--- src/rtl/reset_pkg.sv ---
// Shared types and elaboration-time helpers for the reset sequencer.
package reset_pkg;

  typedef enum logic [2:0] {
    S_HOLD,
    S_SYNC,
    S_RELEASE,
    S_SOFT,
    S_DONE
  } rst_state_e;

  function automatic int unsigned max_u(input int unsigned a, input int unsigned b);
    return (a > b) ? a : b;
  endfunction

  function automatic bit params_legal(input int unsigned num_out,
                                      input int unsigned sync_stages,
                                      input int unsigned stage_delay,
                                      input int unsigned min_pulse);
    return (num_out >= 1) && (num_out <= 32) && (sync_stages >= 2) &&
           (stage_delay >= 1) && (min_pulse >= 1);
  endfunction

endpackage

--- src/rtl/rst_sync_chain.sv ---
// Asynchronous-clear synchroniser that shifts a 1 in once reset is released.
module rst_sync_chain #(
  parameter int unsigned STAGES = 3
) (
  input  logic clk,
  input  logic rst_n,
  output logic sync_out
);

  logic [STAGES-1:0] sync_q;

  always_ff @(posedge clk or negedge rst_n) begin
    if (!rst_n) begin
      sync_q <= '0;
    end else begin
      sync_q <= {sync_q[STAGES-2:0], 1'b1};
    end
  end

  assign sync_out = sync_q[STAGES-1];

endmodule

--- src/rtl/reset_sequencer.sv ---
// Turns one async active-low reset into NUM_OUT ordered, synchronously released resets,
// with a soft-reset request that forces a minimum low pulse before re-sequencing.
module reset_sequencer
  import reset_pkg::*;
#(
  parameter int unsigned NUM_OUT     = 4,
  parameter int unsigned SYNC_STAGES = 3,
  parameter int unsigned STAGE_DELAY = 16,
  parameter int unsigned MIN_PULSE   = 8
) (
  input  logic               clk,
  input  logic               resn_in,
  input  logic               soft_rst_req,
  output logic [NUM_OUT-1:0] resn_out,
  output logic               rst_done
);

  localparam int unsigned CW = $clog2(max_u(STAGE_DELAY, MIN_PULSE)) + 1;
  localparam int unsigned IW = $clog2(NUM_OUT) + 1;

  localparam logic [CW-1:0] StageLast = CW'(STAGE_DELAY - 1);
  localparam logic [CW-1:0] PulseLast = CW'(MIN_PULSE - 1);
  localparam logic [IW-1:0] IdxLast   = IW'(NUM_OUT - 1);

  if (!params_legal(NUM_OUT, SYNC_STAGES, STAGE_DELAY, MIN_PULSE)) begin : g_bad_params
    $error("reset_sequencer: illegal parameter combination");
  end

  rst_state_e        state_q, state_d;
  logic [CW-1:0]     cnt_q, cnt_d;
  logic [IW-1:0]     idx_q, idx_d;
  logic [NUM_OUT-1:0] resn_q, resn_d;
  logic              done_q, done_d;
  logic              sync_out;

  rst_sync_chain #(
    .STAGES(SYNC_STAGES)
  ) u_sync (
    .clk     (clk),
    .rst_n   (resn_in),
    .sync_out(sync_out)
  );

  always_ff @(posedge clk or negedge resn_in) begin
    if (!resn_in) begin
      state_q <= S_HOLD;
      cnt_q   <= '0;
      idx_q   <= '0;
      resn_q  <= '0;
      done_q  <= 1'b0;
    end else begin
      state_q <= state_d;
      cnt_q   <= cnt_d;
      idx_q   <= idx_d;
      resn_q  <= resn_d;
      done_q  <= done_d;
    end
  end

  always_comb begin
    state_d = state_q;
    cnt_d   = cnt_q;
    idx_d   = idx_q;
    resn_d  = resn_q;
    done_d  = done_q;
    unique case (state_q)
      S_HOLD: begin
        state_d = S_SYNC;
        cnt_d   = '0;
        idx_d   = '0;
      end
      S_SYNC: begin
        if (sync_out) begin
          state_d = S_RELEASE;
          cnt_d   = '0;
          idx_d   = '0;
        end
      end
      S_RELEASE: begin
        // A soft request wins over a release falling on the same edge.
        if (soft_rst_req) begin
          state_d = S_SOFT;
          cnt_d   = '0;
          idx_d   = '0;
          resn_d  = '0;
          done_d  = 1'b0;
        end else if (cnt_q == StageLast) begin
          cnt_d = '0;
          idx_d = idx_q + 1'b1;
          for (int i = 0; i < NUM_OUT; i++) begin
            if (idx_q == IW'(i)) resn_d[i] = 1'b1;
          end
          if (idx_q == IdxLast) begin
            state_d = S_DONE;
            done_d  = 1'b1;
          end
        end else begin
          cnt_d = cnt_q + 1'b1;
        end
      end
      S_SOFT: begin
        if (cnt_q == PulseLast) begin
          if (!soft_rst_req) begin
            state_d = S_RELEASE;
            cnt_d   = '0;
            idx_d   = '0;
          end
        end else begin
          cnt_d = cnt_q + 1'b1;
        end
      end
      S_DONE: begin
        if (soft_rst_req) begin
          state_d = S_SOFT;
          cnt_d   = '0;
          idx_d   = '0;
          resn_d  = '0;
          done_d  = 1'b0;
        end
      end
      default: begin
        state_d = S_HOLD;
      end
    endcase
  end

  assign resn_out = resn_q;
  assign rst_done = done_q;

endmodule

--- config.mk ---
export PLATFORM = sky130hd
export DESIGN_NAME = reset_sequencer
export DESIGN_NICKNAME = d
export VERILOG_FILES = /design/src/rtl/reset_pkg.sv /design/src/rtl/rst_sync_chain.sv /design/src/rtl/reset_sequencer.sv
export SDC_FILE = /design/constraint.sdc
export NUM_CORES = 1
export LEC_CHECK = 0
export CAP_MARGIN = 20
export CORE_MARGIN = 2
export CORE_UTILIZATION = 50
export DETAILED_ROUTE_END_ITERATION = 7
export PLACE_DENSITY = 0.78
export SETUP_SLACK_MARGIN = 0.3
export SKIP_CTS_REPAIR_TIMING = 1
export SLEW_MARGIN = 10
export SYNTH_ARGS = -nofsm -noshare
export SYNTH_HDL_FRONTEND = slang
export SYNTH_SLANG_ARGS = --single-unit
--- constraint.sdc ---
create_clock -name clk -period 2.8 [get_ports clk]
set_input_delay 0.28 -clock clk [delete_from_list [all_inputs] [get_ports clk]]
set_output_delay 0.28 -clock clk [all_outputs]
set_load 0.01 [all_outputs]
==> flow_metrics.env <==
export IMPL_fin_ws_ns=1.00
export IMPL_track_usage_pct=19.2
export IMPL_drt_total_wl_mm=2.03
export IMPL_grt_pass1_vias=818
export IMPL_root_buffer="clkbuf_4"
export IMPL_detail_route_antenna_nets=0
export IMPL_end_kind="register"
export IMPL_pre_cts_ws_ns=0.983
export IMPL_startpoint="cnt_q[0]$_DFFE_PN0P_"
export IMPL_status="finished clean"
export IMPL_final_max_slew_violation_count=0
export IMPL_gp_congestion=0.826
export IMPL_p_per_area_mw_per_mm2=727
export IMPL_rr_endpoint="cnt_q[2]$_DFFE_PN0P_"
export IMPL_dpl_cell_count=146
export IMPL_syn_area_per_cell_um2=9.29
export IMPL_synth_area_mm2=0.00109
export IMPL_skew_ns=0.00188
export IMPL_cts_buffer_depth=2
export IMPL_leakagePower_nw=0.557
export IMPL_synthDistinctLibCells=36
export IMPL_worst_pin_slew_ns=0.788
export IMPL_rsz0062_at_grt="false"
export IMPL_timing_max_cap_violations=0
export IMPL_final_cell_mix="dfrtp_1 (18), inv_1 (15), nor2_1 (9), ha_1 (8), clkdlybuf4s50_1 (7)"
export IMPL_tritoncts="done"
export IMPL_dpl_cell_area_mm2=0.00117
export IMPL_whs_path_depth=0
export IMPL_fp_dieW_um=50.6
export IMPL_hold_viol_final=0
export IMPL_top_layer="met4"
export IMPL_placementRows=16
export IMPL_fin_crit_sh_pct=64.3
export IMPL_met2WireLength_um=928
export IMPL_synth_cells=117
export IMPL_finalNonFillerCells=150
export IMPL_fin_nets=135
export IMPL_dieArea_mm2=0.00256
export IMPL_drcViolationCount=0
export IMPL_initialDrtViolationCount=16
export IMPL_cts_htree_levels=1
export IMPL_timing_worst_setup_path_type="reg -> reg"
export IMPL_wl_met1_mm=1.00
export IMPL_drt_wirelength_per_cell_um=13.5
export IMPL_numCtsBuffers=3
export IMPL_setup_tns_ns=0
export IMPL_drt_vias_per_instance=5.62
export IMPL_io_buffers=7
export IMPL_initial_utilization_pct=54.3
export IMPL_firstDrtPassIters=7
export IMPL_n_antenna_cell=0
export IMPL_path_clk_slew_ns=0.10
export IMPL_synth_seq_cells=18
export IMPL_synthesis_nets=128
export IMPL_cts_sinks=18
export IMPL_slew_headroom_pct=47.3
export IMPL_reg2reg_setup_slack_ns=1.00
export IMPL_fillers=172
export IMPL_grt_max_degree=19
export IMPL_synth_seq_area_share_pct=41.4
export IMPL_fp_coreArea_mm2=0.00200
export IMPL_reg2regPathDepth=8
export IMPL_antenna_found_initial=0
export IMPL_dpl_hpwl_mm=1.49
export IMPL_ios=8
export IMPL_startpoint_type="register"
export IMPL_grt_overflow_total=0
export IMPL_hold_slack_ns=0.357
export IMPL_arrival_ns=2.03
export IMPL_hold_class="reg -> reg"
export IMPL_final_common_cell="dfrtp_1"
export IMPL_die_h_um=50.6
export IMPL_reg2reg_from="cnt_q[0]$_DFFE_PN0P_"
export IMPL_grt_pass1_wl_mm=3.68
export IMPL_design_area_mm2=0.00120
export IMPL_syn_to_final_growth_pct=10.6
export IMPL_final_setup_viol_count=0
export IMPL_vias=843
export IMPL_ir_drop_uv=377
export IMPL_synth_warnings=0
export IMPL_crit_required_ns=3.03
export IMPL_wl_met3_um=59
export IMPL_finalCoreUtilization_pct=60.1
export IMPL_path_max_fanout=6
export IMPL_min_period_ns=1.80
export IMPL_power_mw=0.874
export IMPL_clock_latency_ns=0.30
export IMPL_cp_endpoint="cnt_q[2]$_DFFE_PN0P_"
export IMPL_fmax_mhz=556
export IMPL_drive_gt1_share_pct=8.13
logic make-up after synthesis:
group | count (synthesis) | synth area share [%]
simple gates | 34 | 18.2
mux | 2 | 1.96
flops | 18 | 41.4
compound gates | 34 | 21.4
other cells | 1 | 0.345
fa+ha+maj | 8 | 9.21
buf+inv | 20 | 7.48
final cells by class:
type / instances / area, µm² / area share [%]
tap: 27 / 33.8 / 2.81
sequential: 18 / 450 / 37.5
timing repair buffer: 7 / 70.1 / 5.83
clock buffer: 4 / 36.3 / 3.02
multi-input combinational: 79 / 556 / 46.2
inverter: 15 / 56.3 / 4.68
power by group:
group / total (mW) / internal, mW / leakage (nW) / switching [mW]
combinational: 0.317 / 0.160 / 0.316 / 0.156
clock: 0.162 / 0.0794 / 0.0210 / 0.0823
sequential: 0.395 / 0.326 / 0.220 / 0.0696
sequential cells by signal (all words and copies together), names as in the netlist:
name	count
idx_q	3
u_sync.sync_q	3
cnt_q	5
resn_out	4
state_q	3
worst max-delay path, cell delays in order (launching register included):
cell	delay (ns)
dfrtp_1	0.42
ha_1	0.28
nand3_1	0.13
inv_1	0.05
ha_1	0.22
nor2_1	0.14
o21a_1	0.24
nand2b_1	0.08
a31oi_1	0.16
Yosys cell counts:
cell type	count	area, µm²
dfrtp_1	18	450
inv_1	15	56.3
nor2_1	9	33.8
ha_1	8	100
nand2_1	6	22.5
nand2b_1	6	37.5
nand3_1	6	30.0
o21ai_0	6	30.0
a21oi_1	4	20.0
a31oi_1	4	25.0
o21ai_1	4	20.0
a22o_1	3	26.3
buf_2	2	10.0
clkbuf_1	2	7.51
nor3_1	2	10.0
o22ai_1	2	12.5
a21o_1	1	7.51
a22oi_2	1	12.5
a311oi_1	1	8.76
a32oi_1	1	8.76
and2_1	1	6.26
buf_4	1	7.51
conb_1	1	3.75
mux2_2	1	11.3
mux2i_1	1	10.0
nand4bb_4	1	27.5
nor2b_1	1	6.26
nor4b_2	1	15.0
o211ai_1	1	7.51
o211ai_2	1	12.5
o21a_1	1	7.51
o21bai_1	1	7.51
o31a_1	1	8.76
o32ai_1	1	8.76
o41ai_1	1	8.76
or2_4	1	8.76
worst min path at each step:
stage                                    start  slack [ns]                    endpoint
global placement    u_sync.sync_q[0]$_DFF_PN0_        0.34  u_sync.sync_q[1]$_DFF_PN0_
CTS                 u_sync.sync_q[1]$_DFF_PN0_        0.37  u_sync.sync_q[2]$_DFF_PN0_
detailed placement  u_sync.sync_q[1]$_DFF_PN0_        0.34  u_sync.sync_q[2]$_DFF_PN0_
global route        u_sync.sync_q[0]$_DFF_PN0_        0.39  u_sync.sync_q[1]$_DFF_PN0_
floorplan                              resn_in       -0.02        cnt_q[0]$_DFFE_PN0P_
finish              u_sync.sync_q[1]$_DFF_PN0_        0.36  u_sync.sync_q[2]$_DFF_PN0_
metal layers:
layer	global-route usage, %	vias to the layer above
met1	26.8	406
li1	-	420
met2	29.2	14
met5	0	-
met3	2.68	3
met4	9.46	0
No activity file was read; power rests on OpenSTA's default activity.
